## config.mk

```make
export PLATFORM = sky130hd
export DESIGN_NAME = module_7seg_scan_ctrl
export DESIGN_NICKNAME = d
export VERILOG_FILES = /design/src/rtl/module_7seg_scan_ctrl.sv
export SDC_FILE = /design/constraint.sdc
export NUM_CORES = 1
export LEC_CHECK = 0
export BUFFER_PORTS_ARGS = -buffer_cell sky130_fd_sc_hd__buf_2
export CAP_MARGIN = 20
export CORE_MARGIN = 2
export CORE_UTILIZATION = 55
export DETAILED_ROUTE_END_ITERATION = 10
export PLACE_DENSITY_LB_ADDON = 0.08
export SLEW_MARGIN = 20
export SYNTH_ARGS = -nofsm -noshare
export SYNTH_HDL_FRONTEND = slang
export SYNTH_SLANG_ARGS = --single-unit
```

## constraint.sdc

```tcl
create_clock -name clk_i -period 2.4 [get_ports clk_i]
set_input_delay 0.48 -clock clk_i [delete_from_list [all_inputs] [get_ports clk_i]]
set_output_delay 0.48 -clock clk_i [all_outputs]
set_load 0.005 [all_outputs]
```

## src/rtl/module_7seg_scan_ctrl.sv

```systemverilog
// Scan controller for a 4-digit 7-segment display.
// It holds the displayed value in an active register and stages CPU writes in a
// shadow register. The shadow is copied into the active register only at the end
// of a frame, so a write can never tear a frame. The controller steps the digit
// select every REFRESH_DIV cycles. Every anode is off for the first
// BLANK_CYCLES cycles of each slot (anti-ghosting). Optional leading-zero
// blanking suppresses unlit high-order digits.
module module_7seg_scan_ctrl #(
  parameter int BUS_WIDTH    = 4,
  parameter int REFRESH_DIV  = 100000,
  parameter int BLANK_CYCLES = 100
) (
  input  logic                     clk_i,
  input  logic                     rst_n_i,
  input  logic                     wr_en_i,
  input  logic [4*BUS_WIDTH-1:0]   wr_data_i,
  input  logic                     lzb_en_i,
  output logic [BUS_WIDTH-1:0]     digit0_o,
  output logic [BUS_WIDTH-1:0]     digit1_o,
  output logic [BUS_WIDTH-1:0]     digit2_o,
  output logic [BUS_WIDTH-1:0]     digit3_o,
  output logic [1:0]               sel_o,
  output logic [3:0]               an_o,
  output logic                     pending_o,
  output logic                     frame_done_o
);

  localparam int DATA_W = 4 * BUS_WIDTH;
  localparam int CNT_W  = (REFRESH_DIV > 1) ? $clog2(REFRESH_DIV) : 1;

  localparam logic [CNT_W-1:0] CNT_LAST  = CNT_W'(REFRESH_DIV - 1);
  localparam logic [CNT_W-1:0] CNT_BLANK = CNT_W'(BLANK_CYCLES);

  // Write interface: wr_en_i is a single-cycle strobe with no ready. Every
  // strobe is accepted on the clock edge where it is high. The most recent
  // strobe before a commit wins.

  logic [CNT_W-1:0]  cnt_q,        cnt_d;
  logic [1:0]        sel_q,        sel_d;
  logic [3:0]        an_q,         an_d;
  logic [DATA_W-1:0] shadow_q,     shadow_d;
  logic [DATA_W-1:0] active_q,     active_d;
  logic              pending_q,    pending_d;
  logic              frame_done_q, frame_done_d;

  logic              end_slot;
  logic              commit;
  logic [3:0]        blank_vec;

  // Slot timing: the slot ends on the last count, and a frame ends at the end of slot 3.
  always_comb begin
    end_slot = 1'b0;
    commit   = 1'b0;
    cnt_d    = cnt_q + CNT_W'(1);
    sel_d    = sel_q;
    if (cnt_q == CNT_LAST) begin
      end_slot = 1'b1;
      cnt_d    = '0;
      sel_d    = sel_q + 2'd1;
    end
    commit = end_slot && (sel_q == 2'd3) && pending_q;
  end

  // Shadow/active double buffer. A write in the commit cycle keeps pending set.
  always_comb begin
    shadow_d     = shadow_q;
    active_d     = active_q;
    pending_d    = pending_q;
    frame_done_d = 1'b0;
    if (commit) begin
      active_d     = shadow_q;
      pending_d    = 1'b0;
      frame_done_d = 1'b1;
    end
    if (wr_en_i) begin
      shadow_d  = wr_data_i;
      pending_d = 1'b1;
    end
  end

  // Leading-zero blanking: digit k is dark when nibbles k..3 are all zero.
  always_comb begin
    blank_vec    = 4'b0000;
    blank_vec[3] = lzb_en_i && (active_q[3*BUS_WIDTH +: BUS_WIDTH] == '0);
    blank_vec[2] = blank_vec[3] && (active_q[2*BUS_WIDTH +: BUS_WIDTH] == '0);
    blank_vec[1] = blank_vec[2] && (active_q[1*BUS_WIDTH +: BUS_WIDTH] == '0);
    blank_vec[0] = 1'b0;
  end

  // Anode pattern for the next cycle, computed from the next count and select.
  always_comb begin
    an_d = 4'b1111;
    if ((cnt_d >= CNT_BLANK) && !blank_vec[sel_d]) begin
      an_d[sel_d] = 1'b0;
    end
  end

  // State registers.
  always_ff @(posedge clk_i or negedge rst_n_i) begin
    if (!rst_n_i) begin
      cnt_q        <= '0;
      sel_q        <= 2'd0;
      an_q         <= 4'b1111;
      shadow_q     <= '0;
      active_q     <= '0;
      pending_q    <= 1'b0;
      frame_done_q <= 1'b0;
    end else begin
      cnt_q        <= cnt_d;
      sel_q        <= sel_d;
      an_q         <= an_d;
      shadow_q     <= shadow_d;
      active_q     <= active_d;
      pending_q    <= pending_d;
      frame_done_q <= frame_done_d;
    end
  end

  assign digit0_o     = active_q[0*BUS_WIDTH +: BUS_WIDTH];
  assign digit1_o     = active_q[1*BUS_WIDTH +: BUS_WIDTH];
  assign digit2_o     = active_q[2*BUS_WIDTH +: BUS_WIDTH];
  assign digit3_o     = active_q[3*BUS_WIDTH +: BUS_WIDTH];
  assign sel_o        = sel_q;
  assign an_o         = an_q;
  assign pending_o    = pending_q;
  assign frame_done_o = frame_done_q;

endmodule

```

==> reports/metrics.cfg, run 1 <==
[timing]
fin_crit_ns = 2.29
fin_tns_setup_ns = 0
relSlewSlack_pct = 72.8
worstMarginPinSlew_ns = 0.408
hold_violations = 0
rsz0062_at_grt = no
skew_ns = 0.00694
timing.fmax_ghz = 0.437
setup_viol = 0
fin_crit_sh_pct = 95.4
maxSlewViolCount = 0

[route]
first_pass_iters = 4
routed_wl_um = 4800
drc = 0
viasPerCell = 5.42
avgRoutedWirePerCell_um = 15.1
ant_nets = 0
vias = 1722
drt_iter0_markers = 78

[synth]
ys_ff_latch = 57
synth_area_leader_cell = dfrtp_1
yosys.area_share.simple_pct = 17.1
async_reset_ff_share_pct = 100
ys_warn_count = 0
synth_cell_types = 50
synth_top_family_by_area = simple AND/OR/NAND/NOR gates
synthTopCellsByCount = dfrtp_1, mux2_2, nand2_1, nor2_1
synth_top_area_share_pct = 50.3
syn_nets = 231
ys.flop_type = dfrtp_1
post-synth-top-count-cell = dfrtp_1
synthTopCellsByArea = dfrtp_1, mux2_2, mux2_4, dfstp_2, xnor2_1
muxShareOfSynthArea_pct = 15.4
synth-edff-count = 0
syn_avg_cell_area_sq_um = 12.6
synthesis.area_sq_um = 2640
synth_xor_area_share_pct = 5.65
yosysSeqAreaShare_pct = 54.3
synth_cells = 209
synth_compound_gate_area_share_pct = 3.37
synth_fa_ha_area_share_pct = 0.950

[setup_path]
cp-startpoint = cnt_q[0]$_DFF_PN0_
crit_slowest_cell = or4b_4
crit_arrival_ns = 2.56
rr_worst_depth = 8
crit_top_cell = nand2_1
critPathBufInv = 0
path_class = register to register
critPathMaxFanout = 5
end_kind = register
regToRegEndpoint = an_o[1]$_DFF_PN1_
worst_path_dominant_cell_family = simple AND/OR/NAND/NOR gates
startpoint_type = register
r2r-start = cnt_q[0]$_DFF_PN0_
path_cells = ha_1, nand2_1, nor2_2, and4b_2, nor3_1, o221ai_2, or4b_4, nand2_1
critical_path_required_ns = 2.67
max_stage_delay_ns = 0.53
r2r_slack_ns = 0.11

[finish]
fin_nets = 281
n_antenna_cell = 0
fin_util_pct = 65.3
finalNonFillerCells = 318
syn2layout_area_growth_pct = 15.6
seqCellArea_sq_um = 1430
multiInputGateArea_sq_um = 1120
num-fill-cells = 377
layout-drive-gt1-share_pct = 42.8

[die]
dieArea_sq_um = 5360
core_area_sq_um = 4660
die_h_um = 73.2
initial_core_util_pct = 56.5
die_w_um = 73.2
rows = 25
boundaryPins = 44

[clock_tree]
hold_buffers = 0
h-tree-depth = 3
cts_root_buf = clkbuf_8
clockBufferDepth = 2
clock_latency_ns = 0.33
cts_tree = yes
cts_buffers = 9
clk_pin_slew_ns = 0.06
cts_resized = 0
postCtsSetupBuffers = 0
cts.sinks = 57

[grt]
grt_pass1_vias = 1678
grt-ovfl-total = 0
grt_pass1_wl_um = 7760
antenna_found_initial = 0
grt_use_total_pct = 20.0
grt_max_degree = 44

[placement]
port_buffers = 43
place.gp.congestion = 0.861
place_inst = 302
hpwlAfterDp_um = 3470

[worst_hold_path]
hp-class = input pin to asynchronous set/reset pin

[power]
ir_drop_uv = 343
p_per_area_nw_per_um2 = 585
power_leakage_uw = 0.00146
power.total_uw = 1780

[status]
status = finished, final reports clean

[run]
maxCapViolations = 0

## cell type report
| class | count | share of cell area, % |
|---|---|---|
| timing repair buffer | 48 | 8.71 |
| clock inverter | 4 | 0.657 |
| tap | 54 | 2.22 |
| clock buffer | 12 | 4.44 |
| sequential | 57 | 47.0 |
| inverter | 1 | 0.123 |
| multi-input combinational | 142 | 36.9 |
## report_power, final
part / internal [uW] / switching, uW / leakage [uW]
Clock: 367 / 338 / 0.0000839
Sequential: 989 / 12.4 / 0.000727
Combinational: 39.3 / 33.9 / 0.000652
Total: 1400 / 385 / 0.00146
## through the flow
step | worst slack [ns] | cell area, sq um | hold slack [ns]
2_1_floorplan | 0.294 | 2640 | 0.184
3_3_place_gp | 0.181 | 2890 | 0.409
3_5_place_dp | 0.108 | 2890 | 0.409
4_1_cts | 0.0901 | 3040 | 0.0478
5_1_grt | 0.00151 | 3050 | 0.0592
6_report | 0.111 | 3050 | 0.0551
## worst max path at each step
stage / slack, ns / end / depth (start not counted)
2_1_floorplan: 0.29 / active_q[10]$_DFFE_PN0P_ / 9
4_1_cts: 0.09 / an_o[1]$_DFF_PN1_ / 8
3_5_place_dp: 0.11 / an_o[2]$_DFF_PN1_ / 8
6_report: 0.11 / an_o[1]$_DFF_PN1_ / 8
3_3_place_gp: 0.18 / an_o[2]$_DFF_PN1_ / 8
5_1_grt: 0.002 / an_o[0]$_DFF_PN1_ / 8
## sequential cells by signal (all words and copies together) (netlist names)
register / flops
cnt_q: 17
sel_o: 2
frame_done_o: 1
an_o: 4
shadow_q: 16
active_q: 16
pending_o: 1
## cell usage in the layout, fill, tap and decap left out, types with 3 or more instances in the layout
master / n
a21oi_1: 4
buf_2: 43
buf_4: 4
clkbuf_1: 3
clkbuf_8: 9
clkinv_2: 4
dfrtp_1: 53
dfstp_2: 4
mux2_2: 24
mux2_4: 9
nand2_1: 17
nand3_1: 6
nand4_1: 4
nor2_1: 16
nor3_1: 4
nor4_1: 4
o21ai_0: 3
xnor2_1: 9
xor2_1: 8
## cells by family (layout without fill, tap and decap cells)
family / Yosys count / count (layout)
AOI/OAI and AO/OA: 13 / 13
xor gates and xnor gates: 17 / 17
adders and majority gates: 2 / 2
buffers and inverters: 10 / 65
DFF: 57 / 57
muxes: 33 / 33
and+or+nand+nor: 77 / 77
## layer usage
metal	share of wire, %	GRT usage (%)	up-vias
met3	4.7	6.77	8
met2	48	28.9	46
met1	46	26.1	837
met5	0	0	-
met4	1.6	11.9	0
li1	-	-	831
Power figures use the tool's default switching activity.
==> run 2: changes to the inputs <==
--- a/config.mk
+++ b/config.mk
@@ -5,10 +5,11 @@
 export SDC_FILE = /design/constraint.sdc
 export NUM_CORES = 1
 export LEC_CHECK = 0
-export BUFFER_PORTS_ARGS = -buffer_cell sky130_fd_sc_hd__buf_2
+export ABC_AREA = 1
+export BUFFER_PORTS_ARGS = -buffer_cell sky130_fd_sc_hd__buf_4
 export CAP_MARGIN = 20
 export CORE_MARGIN = 2
-export CORE_UTILIZATION = 55
+export CORE_UTILIZATION = 56
 export DETAILED_ROUTE_END_ITERATION = 10
 export PLACE_DENSITY_LB_ADDON = 0.08
 export SLEW_MARGIN = 20
==> reports/metrics.cfg, run 2 <==
[clock_tree]
cts.sinks = 57  ; unchanged
cts_resized = 0  ; unchanged
hold_buffers = 0  ; unchanged
clockBufferDepth = 2  ; unchanged
postCtsSetupBuffers = 0  ; unchanged
cts_buffers = 9  ; unchanged
clock_latency_ns = 0.33  ; about the same
cts_root_buf = clkbuf_8
clk_pin_slew_ns = 0.07  ; about the same
h-tree-depth = 3  ; unchanged
cts_tree = yes

[synth]
synthTopCellsByArea = dfrtp_1, nand2_1, inv_1, nand2_2, nor2_1
synth_area_leader_cell = dfrtp_1
synth_top_area_share_pct = 46.5  ; -3.8 points
ys_warn_count = 0  ; unchanged
post-synth-top-count-cell = nand2_1
synth_cell_types = 30  ; -40%
ys.flop_type = dfrtp_1
synthesis.area_sq_um = 2850  ; +8.2%
syn_avg_cell_area_sq_um = 8.19  ; -35%
ys_ff_latch = 57  ; unchanged
synth-edff-count = 0  ; unchanged
syn_nets = 370  ; +60%
synth_cells = 348  ; +67%
async_reset_ff_share_pct = 100  ; unchanged
synthTopCellsByCount = nand2_1, inv_1, dfrtp_1
yosysSeqAreaShare_pct = 50.2  ; -4.1 points

[grt]
grt-ovfl-total = 0  ; unchanged
grt_pass1_wl_um = 9920  ; +28%
antenna_found_initial = 0  ; unchanged
grt_use_total_pct = 23.8  ; +3.7 points
grt_pass1_vias = 2202  ; +31%
grt_max_degree = 58  ; +32%

[run]
maxCapViolations = 0  ; unchanged

[setup_path]
r2r-start = cnt_q[0]$_DFF_PN0_
path_class = register to register
startpoint_type = register
worst_path_dominant_cell_family = simple AND/OR/NAND/NOR gates
rr_worst_depth = 11  ; +3
crit_slowest_cell = dfrtp_1
critical_path_required_ns = 2.62  ; -0.05 ns
critPathMaxFanout = 32  ; +27
path_cells = ha_1, nand2_1, inv_2, nand2_4, nor2_8, nand2_4, nor3_4, inv_2, buf_12, nand2_2, o21ai_2
crit_arrival_ns = 1.95  ; -0.61 ns
end_kind = register
critPathBufInv = 3  ; +3
regToRegEndpoint = active_q[7]$_DFFE_PN0P_
max_stage_delay_ns = 0.39  ; -0.14 ns
r2r_slack_ns = 0.67  ; +0.56 ns

[route]
ant_nets = 0  ; unchanged
vias = 2256  ; +31%
routed_wl_um = 5810  ; +21%
viasPerCell = 4.81  ; -11%
met1Wirelength_um = 2600  ; +18%
wl_met2_um = 2900  ; +26%
top_layer_used = met4
wl_met3_um = 216  ; -4.0%
first_pass_iters = 4  ; unchanged
drc = 0  ; unchanged
avgRoutedWirePerCell_um = 12.4  ; -18%
drt_iter0_markers = 90  ; +15%

[finish]
fin_nets = 419  ; +49%
top_regs = cnt_q: 17 flops, active_q: 16 flops, shadow_q: 16 flops
top_register = cnt_q
fin_util_pct = 71.9  ; +6.5 points
layout_common_cells = nand2_1, inv_1, dfrtp_1
n_antenna_cell = 0  ; unchanged
final_area_sq_um = 3460  ; +14%
layout-drive-gt1-share_pct = 29.1  ; -14 points
syn2layout_area_growth_pct = 21.4
largest_reg_flops = 17  ; unchanged
mostFrequentLayoutCell = nand2_1

[timing]
fin_tns_setup_ns = 0  ; unchanged
hold_violations = 0  ; unchanged
relSlewSlack_pct = 53.9  ; -19 points
fin_crit_ns = 1.73  ; -0.556 ns
worstMarginPinSlew_ns = 0.692  ; +0.284 ns
hold_ws_ns = 0.194  ; +0.139 ns
rsz0062_at_grt = no
timing.fmax_ghz = 0.577  ; +32%
skew_ns = 0.00722  ; +0.000271 ns
setup_viol = 0  ; unchanged
fin_crit_sh_pct = 72.2  ; -23 points
maxSlewViolCount = 0  ; unchanged

[power]
switching_share_pct = 21.0  ; -0.61 points
power_switching_uw = 440  ; +14%
p_per_area_nw_per_um2 = 605  ; +3.4%
power_leakage_uw = 0.00197  ; +34%
power_frac_comb_pct = 4.1  ; about the same
pwr-share-clk_pct = 48.5  ; +8.9 points
ir_drop_uv = 643  ; +87%
pwr-share-seq_pct = 47.4  ; -8.8 points
intPower_uw = 1650  ; +18%

[placement]
placed_area_sq_um = 3230  ; +12%
hpwlAfterDp_um = 4190  ; +21%
port_buffers = 43  ; unchanged
place.gp.congestion = 0.899  ; +4.4%

[die]
boundaryPins = 44  ; unchanged
initial_core_util_pct = 59.2  ; +2.7 points
dieArea_sq_um = 5680  ; +5.9%
rows = 25  ; unchanged
core_area_sq_um = 4820  ; +3.4%
die_h_um = 75.4  ; +2.9%
die_w_um = 75.4  ; +2.9%

[worst_hold_path]
hp-class = input pin to asynchronous set/reset pin

[status]
status = finished, final reports clean

[run 2: changes by cell type in the layout (fill, tap and decap cells not counted), moves of 7 or more]
cell,before,now
buf_2,43,0
nand3_1,6,20
mux2_2,24,0
xnor2_1,9,0
nand2_2,1,23
o21ai_2,0,16
buf_4,4,43
xor2_1,8,1
nor2_1,16,38
nand2_1,17,80
o21ai_0,3,18
mux2_4,9,0
inv_1,1,58
[run 2: worst max path at each step]
stage          slack (ns)                        to  depth (start not counted)               start
2_1_floorplan        0.85   active_q[9]$_DFFE_PN0P_                         11  cnt_q[0]$_DFF_PN0_
3_3_place_gp         0.73  active_q[15]$_DFFE_PN0P_                         11  cnt_q[0]$_DFF_PN0_
3_5_place_dp         0.68   active_q[0]$_DFFE_PN0P_                         11  cnt_q[0]$_DFF_PN0_
4_1_cts              0.66   active_q[0]$_DFFE_PN0P_                         11  cnt_q[0]$_DFF_PN0_
5_1_grt              0.49         an_o[0]$_DFF_PN1_                         11  cnt_q[0]$_DFF_PN0_
6_report             0.67   active_q[7]$_DFFE_PN0P_                         11  cnt_q[0]$_DFF_PN0_
[run 2: metal layers]
layer / track usage, % / vias up
li1: - / 1160
met1: 30.1 / 1049
met2: 38.8 / 37
met3: 6.35 / 10
met4: 9.94 / 0
met5: 0 / -
[run 2: power groups by stage]
stage / registers (uW) / logic [uW] / clock network [uW]
4_1_cts: 991 / 88.2 / 1030
3_5_place_dp: 1010 / 87.1 / 0
3_3_place_gp: 1010 / 84.9 / 0
6_report: 991 / 85.8 / 1020
2_1_floorplan: 1010 / 37.1 / 0
5_1_grt: 993 / 102 / 1080
[run 2: worst register-to-register path: stages (launching register included)]
cell,delay [ns]
dfrtp_1,0.39
ha_1,0.18
nand2_1,0.11
inv_2,0.11
nand2_4,0.08
nor2_8,0.14
nand2_4,0.09
nor3_4,0.14
inv_2,0.06
buf_12,0.18
nand2_2,0.10
o21ai_2,0.05
[run 2: cells by family after synthesis]
| family | share of synthesized area, % |
|---|---|
| adders and majority gates | 0.877 |
| AOI/OAI and AO/OA | 9.61 |
| DFF | 50.2 |
| buffers and inverters | 10.3 |
| and+or+nand+nor | 28.7 |
| xor gates and xnor gates | 0.307 |
[run 2: cell type report]
| type | count | area, sq um |
|---|---|---|
| sequential | 57 | 1430 |
| fill | 408 | 1360 |
| multi-input combinational | 219 | 1130 |
| timing repair buffer | 44 | 343 |
| inverter | 66 | 249 |
| clock buffer | 11 | 151 |
| tap | 67 | 83.8 |
| clock inverter | 5 | 77.6 |
[run 2: metrics by stage]
step | instances | setup slack, ns | power [uW]
final | 469 | 0.668 | 2090
after global routing | 469 | 0.490 | 2170
after CTS | 469 | 0.660 | 2110
after floorplan | 348 | 0.852 | 1040
after global placement | 453 | 0.727 | 1090
after detailed placement | 453 | 0.677 | 1100
==> run 3: changes to the inputs <==
==> constraint.sdc (replaced) <==
create_clock -name clk_i -period 1.7 [get_ports clk_i]
set_input_delay 0.34 -clock clk_i [delete_from_list [all_inputs] [get_ports clk_i]]
set_output_delay 0.34 -clock clk_i [all_outputs]
set_load 0.005 [all_outputs]
==> reports/metrics.cfg, run 3 (same netlist as run 2, synthesis figures left out) <==
[setup_path]
cp-startpoint = cnt_q[5]$_DFF_PN0_
startpoint_type = register
crit_arrival_ns = 1.92  ; -0.03 ns
regToRegEndpoint = an_o[0]$_DFF_PN1_
end_kind = register
r2r_slack_ns = 0.03  ; -0.63 ns
rr_worst_depth = 10  ; -1
critical_path_required_ns = 1.95  ; -0.67 ns
path_class = register to register
r2r-start = cnt_q[5]$_DFF_PN0_
critPathMaxFanout = 7  ; -78%

[clock_tree]
clockBufferDepth = 2  ; unchanged
clk_pin_slew_ns = 0.06  ; about the same
h-tree-depth = 3  ; unchanged
cts.sinks = 57  ; unchanged
cts_tree = yes
postCtsSetupBuffers = 0  ; unchanged
clock_latency_ns = 0.33  ; about the same
cts_root_buf = clkbuf_8
cts_buffers = 9  ; unchanged

[grt]
grt_max_degree = 58  ; unchanged
antenna_found_initial = 0  ; unchanged
grt-ovfl-total = 0  ; unchanged
grt_pass1_wl_um = 9420  ; -5.0%
grt_pass1_vias = 2262  ; +2.7%
grt_use_total_pct = 22.1  ; -1.6 points

[timing]
fin_crit_ns = 1.67  ; -0.0668 ns
hold_ws_ns = 0.0576  ; -0.136 ns
relSlewSlack_pct = 52.8  ; -1.1 points
timing.fmax_ghz = 0.600  ; +4.0%
setup_viol = 0  ; unchanged
maxSlewViolCount = 0  ; unchanged
skew_ns = 0.00362  ; -0.00360 ns
worst_slack_ns = 0.0344  ; -0.633 ns
fin_tns_setup_ns = 0  ; unchanged
hold_violations = 0  ; unchanged
fin_crit_sh_pct = 98.0  ; +26 points
rsz0062_at_grt = yes
worstMarginPinSlew_ns = 0.709  ; +0.0166 ns

[die]
initial_core_util_pct = 59.2  ; unchanged
core_area_sq_um = 4820  ; unchanged
die_h_um = 75.4  ; unchanged
rows = 25  ; unchanged
die_w_um = 75.4  ; unchanged
boundaryPins = 44  ; unchanged
dieArea_sq_um = 5680  ; unchanged

[route]
vias = 2310  ; +2.4%
drt_iter0_markers = 110  ; +22%
avgRoutedWirePerCell_um = 12.1  ; -2.4%
viasPerCell = 4.85  ; +0.89%
routed_wl_um = 5760  ; -0.95%
ant_nets = 0  ; unchanged
drc = 0  ; unchanged
first_pass_iters = 4  ; unchanged

[finish]
fin_nets = 427  ; +1.9%
mostFrequentLayoutCell = nand2_1
layout_common_cells = nand2_1, inv_1, dfrtp_1
seqCellArea_sq_um = 1430  ; unchanged
final_area_sq_um = 3530  ; +2.1%
finalNonFillerCells = 476  ; +1.5%
layout-drive-gt1-share_pct = 32.8  ; +3.7 points
n_antenna_cell = 0  ; unchanged
syn2layout_area_growth_pct = 23.9
multiInputGateArea_sq_um = 1170  ; +3.6%
top_register = cnt_q
top_regs = cnt_q: 17 flops, active_q: 16 flops, shadow_q: 16 flops
largest_reg_flops = 17  ; unchanged
num-fill-cells = 369  ; -9.6%

[run]
maxCapViolations = 0  ; unchanged

[placement]
port_buffers = 43  ; unchanged
placed_area_sq_um = 3290  ; +1.6%
pre_cts_ws_ns = 0.0311  ; -0.646 ns
place_inst = 460  ; +1.5%
place.gp.congestion = 0.891  ; -0.83%
hpwlAfterDp_um = 4090  ; -2.6%

[power]
ir_drop_uv = 762  ; +19%
power_leakage_uw = 0.00204  ; +3.8%
p_per_area_nw_per_um2 = 752  ; +24%

[status]
status = finished, final reports clean

[worst_hold_path]
hp-class = input pin to asynchronous set/reset pin

## run 3: area by class of cell
type / count / share of cell area [%]
multi-input cells: 219 / 33.0
inverters: 66 / 7.12
clock inverters: 3 / 0.425
well taps: 67 / 2.37
clock buffers: 12 / 4.67
repair buffers: 52 / 11.9
flip-flops and latches: 57 / 40.5
## run 3: per-stage QoR
stage	power, uW	util (%)
after floorplan	1470	-
after global placement	1540	68.2
after detailed placement	1550	68.2
after CTS	2690	71.9
after global routing	2760	73.4
final	2660	73.4
## run 3: worst max-delay path: stages, from the launching register on
cell and delay [ns]:
dfrtp_1 0.46, nand2_1 0.13, nor2_1 0.15, nand2_2 0.10, buf_4 0.15, o21ai_0 0.15, nand3_1 0.14, nand2_1 0.09
nor2_1 0.05, nand3_2 0.09, nand3_1 0.07
## run 3: worst max-delay path by stage
stage	end	slack [ns]	cells past startpoint
floorplan	active_q[9]$_DFFE_PN0P_	0.15	11
global placement	an_o[0]$_DFF_PN1_	0.05	11
detailed placement	an_o[0]$_DFF_PN1_	0.03	12
CTS	an_o[0]$_DFF_PN1_	0.002	12
global route	an_o[2]$_DFF_PN1_	-0.08	12
finish	an_o[0]$_DFF_PN1_	0.03	10
## run 3: layer usage
metal  share of wire, %  GRT usage (%)  vias up
met5                  0              0        -
met4                2.1           11.1        0
met3                4.7           5.16       11
met2                 50           37.5       62
met1                 43           26.5     1058
li1                   -              -     1179
## run 3: power breakdown
| group | total [uW] | internal, uW | switching [uW] |
|---|---|---|---|
| Sequential | 1400 | 1390 | 8.56 |
| Combinational | 121 | 44.1 | 76.5 |
| Clock | 1140 | 632 | 504 |
## run 3: what timing repair did
item | in CTS | in global routing
hold buffers | 0 | 0
resized for setup | 0 | 15
setup endpoints to repair | 0 | 20
endpoints found under the hold margin | 0 | 0
